==> config.mk <==
export PLATFORM = sky130hd
export DESIGN_NAME = uart_rx_ctrl
export DESIGN_NICKNAME = d
export VERILOG_FILES = /design/src/rtl/uart_rx_ctrl.sv
export SDC_FILE = /design/constraint.sdc
export NUM_CORES = 1
export LEC_CHECK = 0
export CORE_MARGIN = 2
export CORE_UTILIZATION = 57
export CTS_BUF_LIST = sky130_fd_sc_hd__clkbuf_4
export DETAILED_ROUTE_END_ITERATION = 16
export GPL_TIMING_DRIVEN = 0
export PLACE_DENSITY_LB_ADDON = 0.3
export SKIP_CTS_REPAIR_TIMING = 1
export SLEW_MARGIN = 20
export SYNTH_ARGS = -nofsm -noshare
export SYNTH_HDL_FRONTEND = slang
export SYNTH_SLANG_ARGS = --single-unit
==> constraint.sdc <==
create_clock -name CLK -period 4.1 [get_ports CLK]
set_clock_uncertainty 0.1 [all_clocks]
set_input_delay 1.025 -clock CLK [delete_from_list [all_inputs] [get_ports CLK]]
set_output_delay 1.025 -clock CLK [all_outputs]
set_load 0.01 [all_outputs]
==> src/rtl/uart_rx_ctrl.sv <==
// UART receive frame controller: start detect, bit timing, deserialise,
// start-glitch / parity / stop checking.
//
// Ports:
//   CLK, RST       rising-edge clock, synchronous active-high reset
//   RX_IN          synchronised serial line, idle high
//   prescale       oversampling ratio (even, 8..30), latched per frame
//   PAR_EN         parity bit present after data (latched per frame)
//   PAR_TYP        0 = even parity, 1 = odd parity (latched per frame)
//   sampled_bit    majority result from the data sampler, valid at CAP
//   samp_prescale  frame-latched prescale for the sampler
//   data_samp_en   sampler enable, high for the whole frame
//   edge_counter   oversample index within the current bit
//   bit_counter    bit index within the frame, 0 = start bit
//   P_DATA         last error-free payload
//   data_valid     1-cycle pulse when P_DATA is updated
//   par_err        parity error of last frame, held until next start
//   stp_err        stop error of last frame, held until next start
//   strt_glitch    1-cycle pulse when a start bit is rejected
module uart_rx_ctrl #(
    parameter int DATA_WIDTH = 8,
    parameter int PRESCALE_W = 5
) (
    input  logic                  CLK,
    input  logic                  RST,
    input  logic                  RX_IN,
    input  logic [PRESCALE_W-1:0] prescale,
    input  logic                  PAR_EN,
    input  logic                  PAR_TYP,
    input  logic                  sampled_bit,
    output logic [PRESCALE_W-1:0] samp_prescale,
    output logic                  data_samp_en,
    output logic [PRESCALE_W-1:0] edge_counter,
    output logic [3:0]            bit_counter,
    output logic [DATA_WIDTH-1:0] P_DATA,
    output logic                  data_valid,
    output logic                  par_err,
    output logic                  stp_err,
    output logic                  strt_glitch
);

    typedef enum logic [2:0] {
        IDLE,
        START,
        DATA,
        PARITY,
        STOP
    } state_t;

    state_t                state_q, state_d;
    logic [PRESCALE_W-1:0] edge_q, edge_d;
    logic [3:0]            bit_q, bit_d;
    logic [PRESCALE_W-1:0] psc_q, psc_d;
    logic                  par_en_q, par_en_d;
    logic                  par_typ_q, par_typ_d;
    logic [DATA_WIDTH-1:0] shift_q, shift_d;
    logic [DATA_WIDTH-1:0] pdata_q, pdata_d;
    logic                  valid_q, valid_d;
    logic                  par_err_q, par_err_d;
    logic                  stp_err_q, stp_err_d;
    logic                  glitch_q, glitch_d;

    logic [PRESCALE_W-1:0] cap;
    logic                  at_cap;
    logic                  at_wrap;
    logic                  exp_par;

    // The sampler presents its majority vote only at this edge index.
    assign cap     = (psc_q >> 1) + PRESCALE_W'(2);
    assign at_cap  = (edge_q == cap);
    assign at_wrap = (edge_q == psc_q - PRESCALE_W'(1));
    assign exp_par = par_typ_q ? ~^shift_q : ^shift_q;

    always_ff @(posedge CLK) begin
        if (RST) begin
            state_q   <= IDLE;
            edge_q    <= '0;
            bit_q     <= '0;
            psc_q     <= PRESCALE_W'(8);
            par_en_q  <= 1'b0;
            par_typ_q <= 1'b0;
            shift_q   <= '0;
            pdata_q   <= '0;
            valid_q   <= 1'b0;
            par_err_q <= 1'b0;
            stp_err_q <= 1'b0;
            glitch_q  <= 1'b0;
        end else begin
            state_q   <= state_d;
            edge_q    <= edge_d;
            bit_q     <= bit_d;
            psc_q     <= psc_d;
            par_en_q  <= par_en_d;
            par_typ_q <= par_typ_d;
            shift_q   <= shift_d;
            pdata_q   <= pdata_d;
            valid_q   <= valid_d;
            par_err_q <= par_err_d;
            stp_err_q <= stp_err_d;
            glitch_q  <= glitch_d;
        end
    end

    always_comb begin
        state_d   = state_q;
        edge_d    = '0;
        bit_d     = '0;
        psc_d     = psc_q;
        par_en_d  = par_en_q;
        par_typ_d = par_typ_q;
        shift_d   = shift_q;
        pdata_d   = pdata_q;
        valid_d   = 1'b0;
        par_err_d = par_err_q;
        stp_err_d = stp_err_q;
        glitch_d  = 1'b0;

        // Bit timing runs in every active state; IDLE holds both at 0.
        if (state_q != IDLE) begin
            if (at_wrap) begin
                edge_d = '0;
                bit_d  = bit_q + 4'd1;
            end else begin
                edge_d = edge_q + PRESCALE_W'(1);
                bit_d  = bit_q;
            end
        end

        unique case (state_q)
            IDLE: begin
                if (!RX_IN) begin
                    state_d   = START;
                    psc_d     = prescale;
                    par_en_d  = PAR_EN;
                    par_typ_d = PAR_TYP;
                    par_err_d = 1'b0;
                    stp_err_d = 1'b0;
                end
            end
            START: begin
                if (at_cap && sampled_bit) begin
                    glitch_d = 1'b1;
                    state_d  = IDLE;
                    edge_d   = '0;
                    bit_d    = '0;
                end else if (at_wrap) begin
                    state_d = DATA;
                end
            end
            DATA: begin
                // LSB arrives first, so shifting right leaves it in bit 0.
                if (at_cap) begin
                    shift_d = {sampled_bit, shift_q[DATA_WIDTH-1:1]};
                end
                if (at_wrap && bit_q == 4'(DATA_WIDTH)) begin
                    state_d = par_en_q ? PARITY : STOP;
                end
            end
            PARITY: begin
                if (at_cap) begin
                    par_err_d = (sampled_bit != exp_par);
                end
                if (at_wrap) begin
                    state_d = STOP;
                end
            end
            STOP: begin
                if (at_cap) begin
                    stp_err_d = ~sampled_bit;
                end
                if (at_wrap) begin
                    state_d = IDLE;
                    edge_d  = '0;
                    bit_d   = '0;
                    if (!par_err_q && !stp_err_q) begin
                        pdata_d = shift_q;
                        valid_d = 1'b1;
                    end
                end
            end
            default: begin
                state_d = IDLE;
            end
        endcase
    end

    assign samp_prescale = psc_q;
    assign data_samp_en  = (state_q != IDLE);
    assign edge_counter  = edge_q;
    assign bit_counter   = bit_q;
    assign P_DATA        = pdata_q;
    assign data_valid    = valid_q;
    assign par_err       = par_err_q;
    assign stp_err       = stp_err_q;
    assign strt_glitch   = glitch_q;

endmodule

==> impl_metrics.csv <==
group,metric,value,unit
status,status,"finished clean",
pwr,power.total,993,uW
logic_synthesis,syn-cell-area,1970,um2
routing,routed_wl,3.94,mm
worst_setup_path,critical_path_buf_inv_count,2,
worst_setup_path,crit_type,"reg -> out",
min_path,min_from,"par_typ_q$_SDFFE_PP0P_",
floorplanning,io-pin-count,38,
cells_and_area,area_growth_syn_to_layout,26.6,%
worst_setup_path,path_cells,"buf_2 -> or3_1 -> clkdlybuf4s50_1",
routing,dr.pass1.iters,4,
logic_synthesis,synth-compound-area-share,12.3,%
logic_synthesis,syn-num-nets,236,
clock_tree,clk_path_buf_depth,2,
cells_and_area,diodes,0,
cells_and_area,postLayoutCoreUtil,74.6,%
logic_synthesis,yosysSeqAreaShare,39.7,%
logic_synthesis,synth_warnings,0,
floorplanning,die_area,3940,um2
clock_tree,numClockSinks,39,
logic_synthesis,synth_top_family_by_area,"simple AND/OR/NAND/NOR gates",
clock_tree,clockRootBuffer,"clkbuf_4",
worst_setup_path,cp_max_fo,9,
clock_tree,tritoncts.num_buffers,5,
worst_setup_path,endpoint,"data_samp_en",
logic_synthesis,yosysTopAreaCell,"dfxtp_1",
routing,drc_errors,0,
cells_and_area,drive_gt1_share,7.63,%
pwr,p_int,708,uW
pwr,max-vdd-ir-drop,0.000250,V
routing,avgRoutedWirePerCell,12.8,um
cells_and_area,final_cells,308,
sta,finalCritPeriodShare,69.8,%
worst_setup_path,r2r-start,"samp_prescale[2]$_SDFFE_PP0P_",
job,cap_violations,0,
floorplanning,fp.dieH,62.7,um
logic_synthesis,yosysUniqueCellTypes,44,
worst_setup_path,worstPathRequired,2.97,ns
logic_synthesis,synth_top_flop_cell,"dfxtp_1",
logic_synthesis,synthCells,218,
logic_synthesis,ys_ff_latch,39,
global_route,grt_overflow,0,
routing,drtIter0Drc,106,
logic_synthesis,synth_fa_ha_area_share,4.45,%
logic_synthesis,yosys.area.top_type_share,39.7,%
worst_setup_path,path_depth,3,
pwr,p_clk_share,32.8,%
routing,route.vias.total,1636,
pwr,p_seq_share,42.5,%
worst_setup_path,slowest_delay,0.50,ns
clock_tree,h-tree-depth,2,
clock_tree,clk_latency,0.35,ns
logic_synthesis,synth_simple_gate_area_share,20.8,%
pwr,leakagePower,0.000898,uW
placement,place_congestion,0.981,
sta,period_needed,2.86,ns
pwr,switching_share,28.7,%
sta,fmax,350,MHz
cells_and_area,fin_nets,279,
placement,hpwl,2.91,mm
logic_synthesis,synth_common_cells,"dfxtp_1, nor2_1, nand2_1, mux2i_1, a21oi_1",
placement,portBuffers,36,
global_route,grt_pass1_wl,6.70,mm
logic_synthesis,synth_xor_xnor_area_share,10.9,%
sta,slew-limit-headroom,63.5,%
worst_setup_path,end_kind,"output pin",
worst_setup_path,cp.arrival,1.73,ns
cells_and_area,fill_cells,261,
sta,setup_violations,0,
floorplanning,core,3340,um2
worst_setup_path,slowest_stage,"clkdlybuf4s50_1",
worst_setup_path,startpoint_type,"flip-flop",
sta,tns,0,ns
logic_synthesis,synthTopCellsByArea,"dfxtp_1, mux2i_1, xnor2_1",
clock_tree,cts_tree,"built",
routing,ant_nets,0,
floorplanning,initial_utilization,58.9,%
logic_synthesis,synth_edf_count,0,
placement,place_inst,300,
sta,hold_viol_final,0,
worst_setup_path,r2r_end,"edge_counter[4]$_SDFF_PP0_",
worst_setup_path,ff2ff_setup_slack,1.60,ns
sta,rsz0062_at_grt,"no",
global_route,grt_usage,21.9,%
sta,final_max_slew_viol_count,0,
floorplanning,num_rows,21,
logic_synthesis,avgSynthCellArea,9.02,um2
worst_setup_path,critPathLaunch,"state_q[0]$_SDFFE_PP0P_",
global_route,grt_pass1_vias,1453,
pwr,p_sw,285,uW
sta,tightestPinTransition,0.545,ns
pwr,powerDensity,399,nW/um2
floorplanning,die_w,62.7,um
worst_setup_path,cp_top_family,"buffers and inverters",
clock_tree,clkTransAtPathRegs,0.11,ns
global_route,antenna_found_initial,0,
routing,vias_per_cell,5.31,
global_route,grt_max_degree,13,
logic_synthesis,yosysMostFrequentCell,"dfxtp_1",
min_path,hold_path_class,"reg -> reg",
logic_synthesis,muxShareOfSynthArea,8.14,%
worst_setup_path,r2r_cells,9,
pwr,power_frac_comb,24.8,%
logic_synthesis,async_flop_share,0,%
worst min-delay path by stage:
| stage | end | slack, ns | depth (start not counted) |
|---|---|---|---|
| 3_5_place_dp | par_typ_q$_SDFFE_PP0P_ | 0.37 | 2 |
| 3_3_place_gp | par_typ_q$_SDFFE_PP0P_ | 0.37 | 2 |
| 6_report | par_typ_q$_SDFFE_PP0P_ | 0.39 | 2 |
| 4_1_cts | par_typ_q$_SDFFE_PP0P_ | 0.39 | 2 |
| 5_1_grt | par_typ_q$_SDFFE_PP0P_ | 0.43 | 2 |
| 2_1_floorplan | par_typ_q$_SDFFE_PP0P_ | 0.35 | 2 |
layout by cell type, fill, tap and decap left out, drive strengths merged, types with 3 or more instances in the layout:
cell type / synthesis / routed
dfxtp: 39 / 39
clkdlybuf4s50: 0 / 36
nor2: 27 / 27
nand2: 21 / 21
mux2i: 16 / 16
a21oi: 14 / 14
xnor2: 12 / 12
clkbuf: 6 / 12
nor3: 11 / 11
inv: 9 / 9
xor2: 9 / 9
nand3: 7 / 7
ha: 7 / 7
o21ai: 7 / 7
nand2b: 3 / 3
a21boi: 3 / 3
or2: 3 / 3
sequential cells by signal, summed over array words and instances, names as in the netlist:
name,count
par_en_q,1
strt_glitch,1
par_err,1
P_DATA,8
data_valid,1
stp_err,1
shift_q,8
par_typ_q,1
samp_prescale,5
edge_counter,5
state_q,3
bit_counter,4
power by group through the flow:
stage	clock [uW]	sequential [uW]	combinational (uW)
6_report	325	422	246
5_1_grt	350	426	276
4_1_cts	334	422	248
3_5_place_dp	0	430	247
3_3_place_gp	0	430	243
2_1_floorplan	0	431	171
kinds of logic (layout without fill, tap and decap cells):
kind of cell,count (synthesis),in the layout
adder cells (fa/ha/maj),7,7
AO/OA/AOI/OAI,34,34
AND/OR/NAND/NOR,83,83
XOR/XNOR,22,22
buffers and inverters,17,61
multiplexers,16,16
flip-flops,39,39
per-stage QoR:
step           hold WS [ns]  instance area, um2  setup WS [ns]
3_5_place_dp          0.373                2380           1.21
5_1_grt               0.432                2490           1.15
6_report              0.386                2490           1.24
2_1_floorplan         0.350                1970           1.84
4_1_cts               0.391                2490           1.22
3_3_place_gp          0.367                2380           1.26
metal layers:
metal / global-route usage [%] / wire, um / up-vias
li1: - / - / 830
met1: 26.7 / 1690 / 752
met4: 10.3 / 80 / 0
met5: 0 / 0 / -
met3: 6.49 / 178 / 9
met2: 35.6 / 1990 / 45
worst reg2reg max path, cell delays in order (launching register included):
cell and delay [ns]:
dfxtp_1 0.39, buf_6 0.14, inv_1 0.06, ha_1 0.29, xor2_1 0.14, nor3_1 0.23, o211ai_1 0.26, o311ai_2 0.44
nand2b_1 0.28, nor2_1 0.07
final cells by class:
type | instances | area, um2 | area share [%]
buffer | 8 | 38.8 | 1.56
clock buffer | 6 | 45.0 | 1.81
clock inverter | 2 | 60.1 | 2.41
inverter | 9 | 33.8 | 1.36
multi-input combinational | 162 | 1110 | 44.7
sequential | 39 | 781 | 31.4
tap | 46 | 57.6 | 2.31
timing repair buffer | 36 | 360 | 14.5
(Power assumes the default switching activity.)
